`config.mk`:
```
export PLATFORM = sky130hd
export DESIGN_NAME = vend_controller
export DESIGN_NICKNAME = d
export VERILOG_FILES = /design/src/rtl/vend_pkg.sv /design/src/rtl/vend_pulse_timer.sv /design/src/rtl/vend_controller.sv
export SDC_FILE = /design/constraint.sdc
export NUM_CORES = 1
export LEC_CHECK = 0
export BUFFER_PORTS_ARGS = -buffer_cell sky130_fd_sc_hd__buf_2
export CORE_ASPECT_RATIO = 0.9
export CORE_MARGIN = 3
export CORE_UTILIZATION = 30
export DETAILED_ROUTE_END_ITERATION = 8
export HOLD_SLACK_MARGIN = 0.15
export SYNTH_ARGS = -nofsm -noshare
export SYNTH_HDL_FRONTEND = slang
export SYNTH_HIERARCHICAL = 1
export SYNTH_SLANG_ARGS = --single-unit
```
`constraint.sdc`:
```
create_clock -name clk -period 3.3 [get_ports clk]
set_input_delay 0.33 -clock clk [delete_from_list [all_inputs] [get_ports clk]]
set_output_delay 0.33 -clock clk [all_outputs]
set_load 0.02 [all_outputs]
```
`src/rtl/vend_pkg.sv`:
```
// Shared types and constants for the vending transaction controller.
package vend_pkg;

  // Controller states; also exported on the debug port of vend_controller.
  typedef enum logic [1:0] {
    ST_IDLE     = 2'd0,
    ST_DISPENSE = 2'd1,
    ST_CHANGE   = 2'd2
  } vend_state_e;

  // Coin values in cents.
  localparam int COIN_5_VAL  = 5;
  localparam int COIN_10_VAL = 10;
  localparam int COIN_25_VAL = 25;

  // Every change pulse ejects one nickel.
  localparam int CHANGE_VAL = 5;

  // Price table in cents, indexed by item number.
  localparam int NUM_PRICES = 4;
  localparam int ITEM_PRICE [NUM_PRICES] = '{65, 75, 100, 125};

  // Price lookup. An item with no entry in the table gets a price no credit
  // register can reach, so it can never be sold by accident.
  function automatic int item_price(input int idx);
    if (idx < NUM_PRICES) return ITEM_PRICE[idx];
    return 32'h7fff_ffff;
  endfunction

  function automatic int max_int(input int a, input int b);
    return (a > b) ? a : b;
  endfunction

endpackage

```
`src/rtl/vend_pulse_timer.sv`:
```
// Loadable down-counter. done_o is high during the last cycle of a loaded
// interval (count == 1), so the owner can act on the edge that ends it.
module vend_pulse_timer #(
  parameter int W = 8
) (
  input  logic         clk,
  input  logic         reset_n,
  input  logic         load_i,
  input  logic [W-1:0] load_val_i,
  output logic         done_o
);

  logic [W-1:0] count_q;

  // Load wins over counting; the counter parks at zero once expired.
  always_ff @(posedge clk or negedge reset_n) begin
    if (!reset_n) begin
      count_q <= '0;
    end else if (load_i) begin
      count_q <= load_val_i;
    end else if (count_q != '0) begin
      count_q <= count_q - W'(1);
    end
  end

  assign done_o = (count_q == W'(1));

endmodule

```
`src/rtl/vend_controller.sv`:
```
// Vending transaction controller: credit accounting, timed dispense strobe
// and spaced nickel change pulses, driven by single-cycle input pulses.
module vend_controller
  import vend_pkg::*;
#(
  parameter int NUM_ITEMS       = 4,
  parameter int CREDIT_W        = 8,
  parameter int MAX_CREDIT      = 200,
  parameter int DISPENSE_CYCLES = 62_500_000,
  parameter int CHANGE_GAP      = 12_500_000
) (
  input  logic                 clk,
  input  logic                 reset_n,
  input  logic                 coin_5,
  input  logic                 coin_10,
  input  logic                 coin_25,
  input  logic [NUM_ITEMS-1:0] sel,
  input  logic                 cancel,
  output logic [CREDIT_W-1:0]  credit,
  output logic [NUM_ITEMS-1:0] dispense,
  output logic                 change_5,
  output logic                 coin_reject,
  output logic                 insufficient,
  output logic                 busy,
  output vend_state_e          state_dbg
);

  localparam int TMR_MAX = max_int(DISPENSE_CYCLES, CHANGE_GAP);
  localparam int TMR_W   = $clog2(TMR_MAX + 1);
  localparam int SUM_W   = CREDIT_W + 1;

  vend_state_e          state_q;
  logic [CREDIT_W-1:0]  credit_q;
  logic [NUM_ITEMS-1:0] dispense_q;
  logic                 change_5_q;
  logic                 coin_reject_q;
  logic                 insufficient_q;
  logic                 busy_q;

  // Decision terms shared by the FSM and the timer load.
  logic [SUM_W-1:0] coin_sum;
  logic [SUM_W-1:0] credit_plus;
  logic             coin_any;
  logic             coin_fits;
  logic             coin_accept;
  logic [31:0]      price_sel;
  logic             sel_valid;
  logic             funded;
  logic             is_idle;
  logic             cancel_act;
  logic             sale_act;
  logic             short_act;
  logic             pay_out;
  logic             tmr_load;
  logic [TMR_W-1:0] tmr_val;
  logic             tmr_done;

  // Coin sum at one bit wider than credit so the ceiling test cannot wrap.
  always_comb begin
    coin_sum    = (coin_5  ? SUM_W'(COIN_5_VAL)  : '0)
                + (coin_10 ? SUM_W'(COIN_10_VAL) : '0)
                + (coin_25 ? SUM_W'(COIN_25_VAL) : '0);
    credit_plus = {1'b0, credit_q} + coin_sum;
    coin_any    = coin_5 | coin_10 | coin_25;
    coin_fits   = (credit_plus <= SUM_W'(MAX_CREDIT));
  end

  // Price of the selected item; only meaningful when sel is one-hot.
  always_comb begin
    price_sel = '0;
    for (int i = 0; i < NUM_ITEMS; i++) begin
      if (sel[i]) price_sel = 32'(item_price(i));
    end
  end

  // Event arbitration in IDLE: cancel > valid selection > coins.
  always_comb begin
    is_idle     = (state_q == ST_IDLE);
    sel_valid   = $onehot(sel);
    funded      = (32'(credit_q) >= price_sel);
    cancel_act  = is_idle && cancel && (credit_q != '0);
    sale_act    = is_idle && !cancel_act && sel_valid && funded;
    short_act   = is_idle && !cancel_act && sel_valid && !funded;
    coin_accept = is_idle && !cancel_act && !sale_act && coin_any && coin_fits;
    // A change pulse is issued on this edge: refund start, dispense ending
    // with credit left, or the gap between nickels running out.
    pay_out     = cancel_act
               || ((state_q == ST_DISPENSE) && tmr_done && (credit_q != '0))
               || ((state_q == ST_CHANGE)   && tmr_done && (credit_q != '0));
    tmr_load    = sale_act || pay_out;
    tmr_val     = sale_act ? TMR_W'(DISPENSE_CYCLES) : TMR_W'(CHANGE_GAP);
  end

  vend_pulse_timer #(
    .W (TMR_W)
  ) u_timer (
    .clk        (clk),
    .reset_n    (reset_n),
    .load_i     (tmr_load),
    .load_val_i (tmr_val),
    .done_o     (tmr_done)
  );

  // Main FSM with every output registered alongside the state.
  always_ff @(posedge clk or negedge reset_n) begin
    if (!reset_n) begin
      state_q        <= ST_IDLE;
      credit_q       <= '0;
      dispense_q     <= '0;
      change_5_q     <= 1'b0;
      coin_reject_q  <= 1'b0;
      insufficient_q <= 1'b0;
      busy_q         <= 1'b0;
    end else begin
      change_5_q     <= 1'b0;
      coin_reject_q  <= coin_any && !coin_accept;
      insufficient_q <= short_act;
      case (state_q)
        ST_IDLE: begin
          if (cancel_act) begin
            state_q    <= ST_CHANGE;
            busy_q     <= 1'b1;
            change_5_q <= 1'b1;
            credit_q   <= credit_q - CREDIT_W'(CHANGE_VAL);
          end else if (sale_act) begin
            state_q    <= ST_DISPENSE;
            busy_q     <= 1'b1;
            dispense_q <= sel;
            credit_q   <= credit_q - CREDIT_W'(price_sel);
          end else if (coin_accept) begin
            credit_q   <= credit_plus[CREDIT_W-1:0];
          end
        end
        ST_DISPENSE: begin
          if (tmr_done) begin
            dispense_q <= '0;
            if (credit_q != '0) begin
              state_q    <= ST_CHANGE;
              change_5_q <= 1'b1;
              credit_q   <= credit_q - CREDIT_W'(CHANGE_VAL);
            end else begin
              state_q    <= ST_IDLE;
              busy_q     <= 1'b0;
            end
          end
        end
        ST_CHANGE: begin
          // Credit is a multiple of 5, so checking for zero before each
          // decrement is enough to rule out underflow.
          if (credit_q == '0) begin
            state_q <= ST_IDLE;
            busy_q  <= 1'b0;
          end else if (tmr_done) begin
            change_5_q <= 1'b1;
            credit_q   <= credit_q - CREDIT_W'(CHANGE_VAL);
          end
        end
        default: begin
          state_q    <= ST_IDLE;
          busy_q     <= 1'b0;
          dispense_q <= '0;
        end
      endcase
    end
  end

  assign credit       = credit_q;
  assign dispense     = dispense_q;
  assign change_5     = change_5_q;
  assign coin_reject  = coin_reject_q;
  assign insufficient = insufficient_q;
  assign busy         = busy_q;
  assign state_dbg    = state_q;

endmodule

```
==> impl_metrics.tcl <==
set metrics [dict create \
    worst_ep_arrival_time_ns 3.29 \
    timing.max_cap.violations 0 \
    final_max_slew_viol_count 0 \
    area_fraction_in_and_or_nand_and_nor_cells_after_synthesis_pct 21.6 \
    floorplan.initialDensity_pct 31.5 \
    finalSetupTns_ns 0 \
    first_global_vias 2978 \
    path_clk_slew_ns 0.07 \
    cts_buffers 5 \
    design.portCount 28 \
    post_synth_main_area_contributors "dfrtp_1 (31%), ha_1 (8.9%), o21ai_0 (6.2%), nand2_1 (5.0%), nor2_1 (3.9%)" \
    dieHeight_um 108 \
    cts.sink_count 44 \
    route.antenna.remaining_nets 0 \
    grt_first_pass_wirelength_um 15100 \
    grt_antenna_before_repair 0 \
    routabilityCongestion 0.893 \
    synth_flop_cell "dfrtp_1" \
    ys_async_sr_fraction_pct 100 \
    vias_per_cell 4.98 \
    drc 0 \
    synth_top_area_share_pct 31.5 \
    detailedPlacementHpwl_um 6470 \
    fp.coreArea_sq_um 11100 \
    antennaDiodeCount 0 \
    timing.critical_path.required_ns 3.49 \
    port_buffers 27 \
    netlist_area_sq_um 3500 \
    synth_top_family_by_area "compound AO/OA/AOI/OAI gates" \
    synth_edf_count 0 \
    yosysUniqueCellTypes 60 \
    grt_max_degree 45 \
    hold_viol_final 0 \
    finish.utilization_pct 37.7 \
    worst_slew_pin_slew_ns 1.00 \
    crit_fanout 20 \
    tritoncts "done" \
    hold_path.class "in -> async" \
    sequential_cell_area_fraction_in_the_yosys_report_pct 31.5 \
    critPathLaunchType "flip-flop" \
    final_critical_path_required_period_ns 3.11 \
    synth_top_area_cell "dfrtp_1" \
    synth_instances 413 \
    grt.overflow.total 0 \
    synth.mux.area_fraction_pct 1.50 \
    fmax_ghz 0.322 \
    tritonroute_pass_1_iters 4 \
    clk_path_buf_depth 2 \
    vias_after_detailed_routing 3100 \
    worst-setup-path-type "reg -> reg" \
    grt_setup_unrepaired "no" \
    grtUsageTotal_pct 14.3 \
    setup_skew_ns 0.00852 \
    final_layout_size_suffix_gt1_share_pct 15.5 \
    die_area_sq_um 13000 \
    dr.first_iter.drc_count 305 \
    insertion_delay_ns 0.29 \
    report.power.total_uw 4240 \
    power.ir.vdd_worst_v 0.000361 \
    setup_viol_count_final 0 \
    htreeDepth 2 \
    clock_tree.root_cell "clkbuf_16" \
    power_density_nw_per_um2 1020 \
    timing.final.crit_share_pct 94.2 \
    fin_nets 509 \
    wl_um 8740 \
    leakage_uw 0.00182 \
    crit_path_end_kind "flip-flop" \
    synthXorXnorAreaFrac_pct 4.26 \
    outcome "complete, no violations" \
    area_delta_synth_final_pct 19.4 \
    syn_avg_cell_area_sq_um 8.46 \
    chipWidth_um 120 \
    yosys_register_bits 44 \
    post_drt_wl_per_cell_um 14.1 \
    synth_adder_area_share_pct 11.8 \
    worst_relative_slew_slack_pct 33.2 \
    ys.warnings.count 6 \
    compound_gate_portion_of_the_synthesized_area_pct 24.7 \
    core.rowCount 36 \
]
==> path summary, 6_finish.rpt <==
kind / startpoint / endpoint / slack, ns / cells after the start
worst max-delay path: credit[0] / credit[6] / 0.19 / 12
worst min-delay path: reset_n / u_timer/count_q[2] / 0.20 / 1
worst max register to register: credit[0] / credit[6] / 0.19 / 12
worst min register to register: dispense[3] / dispense[3] / 0.47 / 2
max in group asynchronous: reset_n / credit[7] / 2.46 / 1
min in group clk: sel[0] / dispense[0] / 0.31 / 3
==> power breakdown <==
part           switching [uW]  internal (uW)  total (uW)
Combinational            1450           1110        2560
Sequential                287            791        1080
Clock                     226            380         606
==> placed cells by master (no fill, tap or decap), drive strengths merged, types with 7 or more instances in the layout <==
master,synthesis,final
o31ai,9,9
nand3,10,10
nand2,48,48
or4,7,7
o21a,9,9
conb,2,19
nor3,11,11
ha,25,25
inv,26,26
o21ai,47,47
buf,4,42
a31oi,8,8
xnor2,12,12
nor2,36,36
a21oi,23,23
dfrtp,44,44
==> through the flow <==
step                hold WS (ns)  cell area (sq um)  std cells  worst slack [ns]
finish                     0.202               4170        622             0.191
global route               0.303               4170        622           0.00817
CTS                        0.256               4130        619             0.199
detailed placement         0.469               3950        611           -0.0687
global placement           0.458               3950        611            0.0353
floorplan                 0.0344               3580        430           0.00978
==> logic make-up after synthesis <==
| group | count (synthesis) |
|---|---|
| AND/OR/NAND/NOR | 147 |
| buffers and inverters | 38 |
| other | 2 |
| XOR/XNOR | 17 |
| flip-flops | 44 |
| multiplexers | 5 |
| adder cells (fa/ha/maj) | 30 |
| AO/OA/AOI/OAI | 130 |
==> timing repair <==
action / CTS / global route
hold buffers: 0 / 0
endpoints found under the hold margin: 0 / 0
gates resized for setup: 0 / 2
buffers inserted: 0 / 2
setup endpoints to repair: 0 / 1
==> cell type report <==
cell class / count / area [sq um]
fill: 1163 / 6910
multi-input combinational: 349 / 2340
sequential: 44 / 1100
timing repair buffer: 42 / 260
tap: 152 / 190
clock buffer: 6 / 139
inverter: 27 / 106
clock inverter: 2 / 38.8
==> sequential cells by signal, summed over array words and instances, names as in the netlist <==
| register | count |
|---|---|
| insufficient | 1 |
| state_dbg | 2 |
| u_timer/count_q | 26 |
| coin_reject | 1 |
| change_5 | 1 |
| busy | 1 |
| credit | 8 |
| dispense | 4 |
==> critical path, stage by stage (launching register included) <==
cell	delay [ns]
dfrtp_1	0.39
inv_1	0.18
ha_2	0.25
fa_2	0.25
nor2b_4	0.05
o31a_1	0.27
o311a_4	0.34
o41ai_4	0.35
buf_4	0.30
inv_2	0.07
o31ai_1	0.27
a21oi_1	0.11
o22a_1	0.19
==> cells in the mapped netlist, types with 3 or more instances <==
| cell | count |
|---|---|
| a211oi_1 | 5 |
| a21o_1 | 3 |
| a21oi_1 | 23 |
| a31oi_1 | 8 |
| clkbuf_1 | 7 |
| dfrtp_1 | 44 |
| fa_1 | 5 |
| ha_1 | 25 |
| inv_1 | 25 |
| mux2i_1 | 3 |
| nand2_1 | 47 |
| nand2b_1 | 3 |
| nand3_1 | 10 |
| nor2_1 | 36 |
| nor2b_1 | 3 |
| nor3_1 | 10 |
| nor3b_1 | 3 |
| nor4_1 | 5 |
| o21a_1 | 9 |
| o21ai_0 | 43 |
| o21ai_1 | 4 |
| o21bai_1 | 3 |
| o22a_1 | 4 |
| o22ai_1 | 3 |
| o31a_1 | 5 |
| o31ai_1 | 9 |
| or2_2 | 3 |
| or3_1 | 4 |
| or4_1 | 5 |
| xnor2_1 | 12 |
| xor2_1 | 5 |
==> per-layer routing <==
metal	track usage, %	wire length [um]	up-vias
li1	-	-	1585
met5	0	0	-
met4	4.66	131	0
met2	22.1	3840	56
met1	20.5	4420	1451
met3	2.04	356	8
No activity file was read; power rests on OpenSTA's default activity.
